### src/rtl/fp_addsub_seq.sv
// rtl/fp_addsub_seq.sv - sequential parametrised floating-point adder/subtractor with RNE rounding
module fp_addsub_seq #(
  parameter int EXP_W = 8,
  parameter int MAN_W = 23
) (
  input  logic                 i_clk,
  input  logic                 i_rst_n,
  input  logic                 i_in_valid,
  output logic                 o_in_ready,
  input  logic [EXP_W+MAN_W:0] i_in_a,
  input  logic [EXP_W+MAN_W:0] i_in_b,
  input  logic                 i_in_op,
  output logic                 o_out_valid,
  input  logic                 i_out_ready,
  output logic [EXP_W+MAN_W:0] o_out_result,
  output logic [3:0]           o_out_flags
);

  localparam int W = 1 + EXP_W + MAN_W;
  // significand layout: [S-1] carry, [S-2] hidden, [S-3:2] fraction, [1] guard, [0] round
  localparam int S = MAN_W + 4;
  localparam logic [S-1:0]   ONE_S   = {{(S-1){1'b0}}, 1'b1};
  localparam logic [EXP_W:0] EXP_ONE = {{EXP_W{1'b0}}, 1'b1};
  localparam logic [EXP_W:0] EXP_INF = {1'b0, {EXP_W{1'b1}}};
  localparam logic [W-1:0]   QNAN    = {1'b0, {EXP_W{1'b1}}, 1'b1, {(MAN_W-1){1'b0}}};

  typedef enum logic [2:0] {S_IDLE, S_ALIGN, S_ADD, S_NORM, S_ROUND, S_DONE} state_t;

  state_t         r_state;
  logic           r_sa, r_sb, r_sub, r_sign, r_sticky;
  logic [EXP_W:0] r_ea, r_eb, r_exp;
  logic [S-1:0]   r_ma, r_mb, r_man;
  logic           r_out_valid;
  logic [W-1:0]   r_out_result;
  logic [3:0]     r_out_flags;

  // operand decode at accept; B sign already reflects the requested operation
  logic             w_sa, w_sb;
  logic [EXP_W-1:0] w_ea, w_eb;
  logic [MAN_W-1:0] w_fa, w_fb;
  logic             w_a_zero, w_b_zero, w_a_max, w_b_max, w_a_nan, w_b_nan, w_a_inf, w_b_inf;
  logic             w_special;
  logic [W-1:0]     w_sp_result;
  logic             w_sp_invalid;

  assign w_sa      = i_in_a[W-1];
  assign w_sb      = i_in_b[W-1] ^ i_in_op;
  assign w_ea      = i_in_a[W-2:MAN_W];
  assign w_eb      = i_in_b[W-2:MAN_W];
  assign w_fa      = i_in_a[MAN_W-1:0];
  assign w_fb      = i_in_b[MAN_W-1:0];
  assign w_a_zero  = (w_ea == '0);
  assign w_b_zero  = (w_eb == '0);
  assign w_a_max   = &w_ea;
  assign w_b_max   = &w_eb;
  assign w_a_nan   = w_a_max & (|w_fa);
  assign w_b_nan   = w_b_max & (|w_fb);
  assign w_a_inf   = w_a_max & ~(|w_fa);
  assign w_b_inf   = w_b_max & ~(|w_fb);
  assign w_special = w_a_zero | w_b_zero | w_a_max | w_b_max;

  // fast-path result for NaN / Inf / zero operands (subnormals count as zero)
  always_comb begin
    w_sp_result  = i_in_a;
    w_sp_invalid = 1'b0;
    if (w_a_nan || w_b_nan || (w_a_inf && w_b_inf && (w_sa != w_sb))) begin
      w_sp_result  = QNAN;
      w_sp_invalid = 1'b1;
    end else if (w_a_inf) begin
      w_sp_result = {w_sa, {EXP_W{1'b1}}, {MAN_W{1'b0}}};
    end else if (w_b_inf) begin
      w_sp_result = {w_sb, {EXP_W{1'b1}}, {MAN_W{1'b0}}};
    end else if (w_a_zero && w_b_zero) begin
      w_sp_result = {w_sa & w_sb, {(W-1){1'b0}}};
    end else if (w_a_zero) begin
      w_sp_result = {w_sb, i_in_b[W-2:0]};
    end
  end

  // alignment: larger magnitude stays, smaller is shifted right with sticky collection
  logic           w_a_ge, w_big_s, w_far, w_lost;
  logic [EXP_W:0] w_big_e, w_sml_e, w_diff;
  logic [S-1:0]   w_big_m, w_sml_m, w_shifted;

  assign w_a_ge    = {r_ea, r_ma} >= {r_eb, r_mb};
  assign w_big_m   = w_a_ge ? r_ma : r_mb;
  assign w_sml_m   = w_a_ge ? r_mb : r_ma;
  assign w_big_e   = w_a_ge ? r_ea : r_eb;
  assign w_sml_e   = w_a_ge ? r_eb : r_ea;
  assign w_big_s   = w_a_ge ? r_sa : r_sb;
  assign w_diff    = w_big_e - w_sml_e;
  assign w_far     = 32'(w_diff) >= 32'(MAN_W + 3);
  assign w_shifted = w_sml_m >> w_diff;
  assign w_lost    = |(w_sml_m & ((ONE_S << w_diff) - ONE_S));

  // magnitude add/subtract; a set sticky means the true subtrahend is slightly larger, so borrow one LSB
  logic [S-1:0] w_sum;
  assign w_sum = r_sub ? (r_ma - r_mb - {{(S-1){1'b0}}, r_sticky}) : (r_ma + r_mb);

  logic [EXP_W:0] w_exp_dec;
  assign w_exp_dec = r_exp - EXP_ONE;

  // round to nearest even on guard/round/sticky; a fraction carry bumps the exponent
  logic           w_round_up, w_inexact;
  logic [MAN_W:0] w_frac_rnd;
  logic [EXP_W:0] w_exp_rnd;

  assign w_round_up = r_man[1] & (r_man[0] | r_sticky | r_man[2]);
  assign w_inexact  = r_man[1] | r_man[0] | r_sticky;
  assign w_frac_rnd = {1'b0, r_man[MAN_W+1:2]} + {{MAN_W{1'b0}}, w_round_up};
  assign w_exp_rnd  = r_exp + {{EXP_W{1'b0}}, w_frac_rnd[MAN_W]};

  assign o_in_ready   = (r_state == S_IDLE);
  assign o_out_valid  = r_out_valid;
  assign o_out_result = r_out_result;
  assign o_out_flags  = r_out_flags;

  // operation sequencer and registered result/handshake outputs
  always_ff @(posedge i_clk or negedge i_rst_n) begin
    if (!i_rst_n) begin
      r_state      <= S_IDLE;
      r_sa         <= 1'b0;
      r_sb         <= 1'b0;
      r_sub        <= 1'b0;
      r_sign       <= 1'b0;
      r_sticky     <= 1'b0;
      r_ea         <= '0;
      r_eb         <= '0;
      r_exp        <= '0;
      r_ma         <= '0;
      r_mb         <= '0;
      r_man        <= '0;
      r_out_valid  <= 1'b0;
      r_out_result <= '0;
      r_out_flags  <= '0;
    end else begin
      case (r_state)
        S_IDLE: begin
          if (i_in_valid) begin
            if (w_special) begin
              r_out_result <= w_sp_result;
              r_out_flags  <= {w_sp_invalid, 3'b000};
              r_out_valid  <= 1'b1;
              r_state      <= S_DONE;
            end else begin
              r_sa    <= w_sa;
              r_sb    <= w_sb;
              r_sub   <= w_sa ^ w_sb;
              r_ea    <= {1'b0, w_ea};
              r_eb    <= {1'b0, w_eb};
              r_ma    <= {2'b01, w_fa, 2'b00};
              r_mb    <= {2'b01, w_fb, 2'b00};
              r_state <= S_ALIGN;
            end
          end
        end
        S_ALIGN: begin
          r_ma     <= w_big_m;
          r_mb     <= w_far ? '0 : w_shifted;
          r_sticky <= w_far | w_lost;
          r_exp    <= w_big_e;
          r_sign   <= w_big_s;
          r_state  <= S_ADD;
        end
        S_ADD: begin
          if ((w_sum == '0) && !r_sticky) begin
            r_out_result <= '0;
            r_out_flags  <= 4'b0000;
            r_out_valid  <= 1'b1;
            r_state      <= S_DONE;
          end else begin
            r_man   <= w_sum;
            r_state <= S_NORM;
          end
        end
        S_NORM: begin
          if (r_man[S-1]) begin
            r_man    <= r_man >> 1;
            r_sticky <= r_sticky | r_man[0];
            r_exp    <= r_exp + EXP_ONE;
            r_state  <= S_ROUND;
          end else if (r_man[S-2]) begin
            r_state <= S_ROUND;
          end else if (w_exp_dec == '0) begin
            r_out_result <= {r_sign, {(W-1){1'b0}}};
            r_out_flags  <= 4'b0011;
            r_out_valid  <= 1'b1;
            r_state      <= S_DONE;
          end else begin
            r_man <= r_man << 1;
            r_exp <= w_exp_dec;
          end
        end
        S_ROUND: begin
          if (w_exp_rnd >= EXP_INF) begin
            r_out_result <= {r_sign, {EXP_W{1'b1}}, {MAN_W{1'b0}}};
            r_out_flags  <= 4'b0101;
          end else begin
            r_out_result <= {r_sign, w_exp_rnd[EXP_W-1:0], w_frac_rnd[MAN_W-1:0]};
            r_out_flags  <= {3'b000, w_inexact};
          end
          r_out_valid <= 1'b1;
          r_state     <= S_DONE;
        end
        S_DONE: begin
          if (i_out_ready) begin
            r_out_valid <= 1'b0;
            r_state     <= S_IDLE;
          end
        end
        default: r_state <= S_IDLE;
      endcase
    end
  end

endmodule
### config.mk
export PLATFORM = sky130hd
export DESIGN_NAME = fp_addsub_seq
export DESIGN_NICKNAME = d
export VERILOG_FILES = /design/src/rtl/fp_addsub_seq.sv
export SDC_FILE = /design/constraint.sdc
export NUM_CORES = 1
export LEC_CHECK = 0
export BUFFER_PORTS_ARGS = -buffer_cell sky130_fd_sc_hd__buf_2
export CAP_MARGIN = 20
export CELL_PAD_IN_SITES_DETAIL_PLACEMENT = 0
export CELL_PAD_IN_SITES_GLOBAL_PLACEMENT = 2
export CORE_MARGIN = 2
export CORE_UTILIZATION = 41
export CTS_CLUSTER_SIZE = 8
export DETAILED_ROUTE_END_ITERATION = 6
export PLACE_DENSITY = 0.87
export SYNTH_ARGS = -nofsm -noshare
export SYNTH_HDL_FRONTEND = slang
export SYNTH_SLANG_ARGS = --single-unit
### constraint.sdc
create_clock -name i_clk -period 18.98 [get_ports i_clk]
set_clock_uncertainty 0.2 [all_clocks]
set_input_delay 2.847 -clock i_clk [delete_from_list [all_inputs] [get_ports i_clk]]
set_output_delay 2.847 -clock i_clk [all_outputs]
set_load 0.1 [all_outputs]
# After elaboration in Yosys (flattened, before gate mapping)
# Index checks and enable logic that the tools add are counted.
[totals]
reg_bits = 151
word_cells = 164
input_bits = 69
out_inout_bits = 38
[classes]
n_addsub = 9
eq_ne = 20
n_shift = 2
bitwise = 20
n_reduce_logical = 32
order_cmp = 3
muxes = 62
[ops]
columns = ["cell", "n"]
rows = [
  ["32-bit two-way mux", 11],
  ["27-bit two-way mux", 9],
  ["27-bit one-hot mux with 2 select lines", 3],
  ["32-bit one-hot mux with 4 select lines", 1],
  ["26-bit two-way mux", 3],
  ["23-bit OR reduction", 2],
  ["35-bit >= comparator", 1],
  ["31-bit two-way mux", 1],
  ["27-bit adder", 1],
  ["27-bit bitwise AND", 1],
  ["27-bit zero test", 1],
  ["9-bit two-way mux", 3],
  ["27-bit OR reduction", 1],
  ["1-bit by 9-bit << shifter with 27-bit output, first input constant", 1],
  ["27-bit by 9-bit >> shifter with 27-bit output", 1],
  ["27-bit by 1-bit subtractor with 27-bit output", 1],
  ["27-bit by 1-bit subtractor with 27-bit output, second input constant", 1],
  ["27-bit subtractor", 1],
  ["23-bit by 1-bit adder with 24-bit output", 1],
  ["3-bit two-way mux", 8],
  ["4-bit two-way mux", 6],
  ["8-bit AND reduction", 3],
  ["2-bit != test, second input constant", 10],
  ["3-bit one-hot mux with 6 select lines", 1],
  ["36 further kinds", 76],
]

# Logic depth before layout (Yosys ltp)
[logic_depth]
depth_word = 10
ltp_mapped = 33
mapped_depth_nobuf = 26

# Worst setup path before layout
# No wires, ideal clock.
[synth_path]
path_kind = "flip-flop to flip-flop"
from = "reg r_ma[15]"
to = "reg r_sticky"
required_ps = 18639
setup_time_ps = 141
arrival_time_ps = 6619
path_stages_with_launch = 33
setup_slack_ps = 12020
n_path_buf = 7
period_less_slack_ps = 6960
cell_sequence = "dfrtp_1 > inv_1 > ha_1 > buf_2 > nand4_1 > nor3_1 > o211a_1 > o21ai_0 > nand3_2 > buf_2 > clkbuf_1 > mux2_2 > ha_1 > or2_2 > a211o_1 > o31ai_1 > a21bo_2 > o2111ai_1 > nand4b_1 > o21a_1 > buf_2 > buf_2 > buf_1 > nand4_1 > ha_1 > clkbuf_1 > inv_1 > nor2_1 > o311ai_1 > nand4_1 > or4_1 > nor4_1 > a41oi_1"
[synth_via]
elab_chain_cells = 9
elab_cells_between_ends = 12
classes_between = "add/sub: 2; order compare: 2; shift: 1; mux: 4; bitwise: 2; reduce/logical: 1"
[synth_lines]
columns = ["item", "line", "source"]
rows = [
  ["start: declaration", "32", "logic [S-1:0] r_ma, r_mb, r_man;"],
  ["start signal: assignment", "151", "r_ma <= {2'b01, w_fa, 2'b00};"],
  ["start signal: assignment", "158", "r_ma <= w_big_m;"],
  ["35-bit >= comparator", "85", "assign w_a_ge = {r_ea, r_ma} >= {r_eb, r_mb};"],
  ["8-bit two-way mux, on equally long branches", "88, 89", ""],
  ["8-bit by 8-bit subtractor with 9-bit output", "91", "assign w_diff = w_big_e - w_sml_e;"],
  ["1-bit by 9-bit << shifter with 27-bit output", "94", "assign w_lost = |(w_sml_m & ((ONE_S << w_diff) - ONE_S));"],
  ["27-bit by 1-bit subtractor with 27-bit output", "94", ""],
  ["27-bit bitwise AND", "94", ""],
  ["27-bit OR reduction", "94", ""],
  ["1-bit OR (*)", "160", "r_sticky <= w_far | w_lost;"],
  ["1-bit one-hot mux with 2 select lines (*)", "137", "case (r_state)"],
  ["end signal: assignment", "160", ""],
  ["end signal: assignment", "179", "r_sticky <= r_sticky | r_man[0];"],
  ["end: declaration", "30", "logic r_sa, r_sb, r_sub, r_sign, r_sticky;"],
]
# Mark *: on every way between the ends. The rest lies on a longest branch, timed or not.
# A chain may end at the register's enable or synchronous reset.

# Worst setup path in the final report
# Same ends and word-level chain as after synthesis.

==> flow_metrics.py <==
metrics = {
    "synth": {
        "async_flop_share": 1.000,
        "synth_fp_nets": 2314,
        "yosys_most_used_dff": "dfrtp_1",
        "synth-seq-cells": 151,
        "synth_area_leader_cell": "dfrtp_1",
        "syn_avg_cell_area_um2": 7.790,
        "netlist_top_cells_area": "dfrtp_1 23%, mux2i_1 9.7%, ha_1 9.1%, nand2_1 5.6%, a21oi_1 4.6%",
        "ys_seq_area_frac": 0.2286,
        "synth.yosys.warnings": 0,
        "synthCells": 2122,
        "synth_edf_count": 0,
        "synth_cell_type_count": 101,
        "syn-cell-area_um2": 16530,
        "yosysTopAreaCellShare": 0.2286,
    },
    "drt": {
        "ant_nets": 0,
        "drtPass1Iterations": 6,
        "routed_wl_mm": 64.46,
        "vias": 16603,
        "drc": 0,
        "viasPerCell": 6.186,
        "avgRoutedWirePerCell_um": 24.02,
        "drt_iter0_markers": 1488,
    },
    "floorplanning": {
        "core_um2": 39730,
        "dieArea_um2": 41940,
        "core.rowCount": 73,
        "fp.dieH_um": 204.8,
        "die_w_um": 204.8,
        "io_pins": 107,
        "initial_core_util": 0.4161,
    },
    "worst_setup_path": {
        "path_buf_inv": 3,
        "worstPathMaxFanout": 45,
        "slowest_delay_ps": 660,
        "r2r.worst_path.cells": 26,
        "rr_endpoint": "r_sticky",
        "startpoint_type": "register",
        "cp_slowest_cell": "nor3_1",
        "r2r-start": "r_ma[15]",
        "worst-path-stages": 26,
        "crit_path_end_kind": "register",
        "worstPathRequired_ps": 19140,
        "crit_family": "simple AND/OR/NAND/NOR gates",
        "ff2ff_setup_slack_ps": 11720,
        "crit_type": "reg2reg",
        "crit_arrival_ps": 7420,
    },
    "sta": {
        "rsz0062_at_grt": "no",
        "worst_slew_pin_slew_ps": 1084,
        "period_share": 0.3826,
        "clock.fmax_ghz": 0.1377,
        "fin_setup_tns_ps": 0,
        "hold_violations": 0,
        "fin_crit_ps": 7262,
        "finalSetupViolCount": 0,
        "final-max-slew-violation-count": 0,
        "slew_headroom": 0.2758,
    },
    "finish": {
        "fillers": 4060,
        "drive_gt1_frac": 0.1186,
        "final_nets": 2339,
        "antenna_cells": 0,
        "syn_to_final_growth_pct": 9.264,
    },
    "global_route": {
        "grt_pass1_vias": 15705,
        "antenna_found_initial": 0,
        "grt_pass1_wl_mm": 97.41,
        "grt_max_degree": 92,
        "overflow": 0,
        "grt_use_total": 0.3083,
    },
    "cts": {
        "cts_sinks": 151,
        "htree_levels": 4,
        "holdBufCountCts": 0,
        "ctsResizeCount": 0,
        "clock_path_buffers": 2,
        "tritoncts": "yes",
        "cts_root_buffer": "clkbuf_16",
        "clk_pin_slew_ps": 70,
        "post-cts-setup-buffers": 0,
        "clock_insertion_delay_worst_skew_ps": 500,
        "numCtsBuffers": 17,
    },
    "min_path": {
        "hp-start": "o_out_flags[2]",
        "hold-path-cell-count": 1,
        "hold_path.class": "reg2reg",
        "hold_path_end": "o_out_flags[2]",
    },
    "placement": {
        "dp_hpwl_mm": 49.56,
        "gp_congestion": 0.9584,
        "portBuffers": 106,
    },
    "status": {
        "outcome": "finished clean",
    },
    "flow_run": {
        "cap_violations": 0,
    },
}
flip-flops by register name, summed over array words and instances (netlist names):
signal	count
r_ea	8
r_man	27
r_sticky	1
r_mb	27
o_out_flags	4
o_out_result	32
r_exp	9
r_ma	27
r_eb	8
r_state	3
o_out_valid	1
r_sb	1
r_sa	1
r_sub	1
r_sign	1
area by class of cell:
cell class,count,area (um^2),area share
multi-input combinational,1701,11710,0.6485
inverter,139,521.8,0.02889
tap,525,656.9,0.03637
clock inverter,10,171.4,0.009490
sequential,151,3779,0.2092
timing repair buffer,137,769.5,0.04260
clock buffer,21,450.4,0.02494
per-layer routing:
layer	track usage	share of wire
met1	0.4234	0.45
met2	0.4858	0.45
met3	0.05011	0.064
met4	0.1131	0.036
met5	0	0
layout by cell type (no fill, tap or decap), drive strengths merged, types with 11 or more instances in the layout:
cell and instances:
o21a 23, nor2b 39, a21oi 157, nand4 45
buf 137, o22ai 32, nor3 42, a21o 22
clkbuf 21, nor2 147, nor4 34, xnor2 46
or3 15, a32oi 16, dfrtp 151, nand3 70
o21ai 148, nand2 247, and2 11, o31ai 13
nand2b 21, mux2i 161, xor2 29, inv 140
ha 120, and3 27, mux2 39, a31oi 18
o211ai 13, a211oi 13
Yosys cell counts (10+ instances only):
cell type  number
a32oi_1        16
nand4_1        45
dfrtp_1       151
nand2b_1       21
inv_1         137
or3_1          15
buf_1          14
and2_1         11
xor2_1         28
o22ai_1        32
o31ai_1        12
o211ai_1       12
nor2b_1        39
mux2i_1       161
ha_1          120
nor4_1         34
a211o_1        10
nand3_1        69
nor3_1         40
and3_1         27
a211oi_1       12
o21ai_0       144
clkbuf_1       97
a21oi_1       151
a21o_1         22
xnor2_1        43
nor2_1        146
o21a_1         23
mux2_4         26
a31oi_1        17
buf_2          12
mux2_2         12
nand2_1       247
cell families after synthesis:
kind of cell	Yosys count	synth area share
flip-flops	151	0.2286
multiplexers	200	0.1300
XOR/XNOR	75	0.04155
buffers and inverters	270	0.06555
adder cells (fa/ha/maj)	123	0.09446
AO/OA/AOI/OAI	570	0.2253
AND/OR/NAND/NOR	733	0.2146
how the worst max path moves through the flow:
| stage | startpoint | to | slack (ps) |
|---|---|---|---|
| CTS | r_ma[15] | r_sticky | 11910 |
| finish | r_ma[15] | r_sticky | 11720 |
| global route | r_ma[15] | r_sticky | 11280 |
| global placement | r_ma[15] | r_sticky | 11950 |
| detailed placement | r_ma[15] | r_sticky | 11930 |
| floorplan | r_ma[15] | r_sticky | 12020 |
through the flow:
step | setup slack [ps] | util | area, um^2 | hold WS, ps | std cells
after global placement | 11950 | 0.4390 | 17440 | 261.3 | 2653
after detailed placement | 11930 | 0.4390 | 17440 | 266.9 | 2653
after floorplan | 12020 | - | 16530 | 243.6 | 2122
after global routing | 11280 | 0.4546 | 18060 | 302.5 | 2684
final | 11720 | 0.4546 | 18060 | 277.9 | 2684
after CTS | 11910 | 0.4546 | 18060 | 279.7 | 2684
worst reg2reg max path, delay by kind of cell, from the launching register on:
| family | cells | cell delay, ps |
|---|---|---|
| AO/OA/AOI/OAI | 9 | 1710 |
| multiplexers | 1 | 350 |
| flip-flops | 1 | 420 |
| adder cells (fa/ha/maj) | 3 | 1000 |
| AND/OR/NAND/NOR | 10 | 2730 |
| buffers and inverters | 3 | 730 |
Power is left out: the tool's default activity adds up to more than one toggle a clock period on the data nets, which glitch-free logic cannot reach.
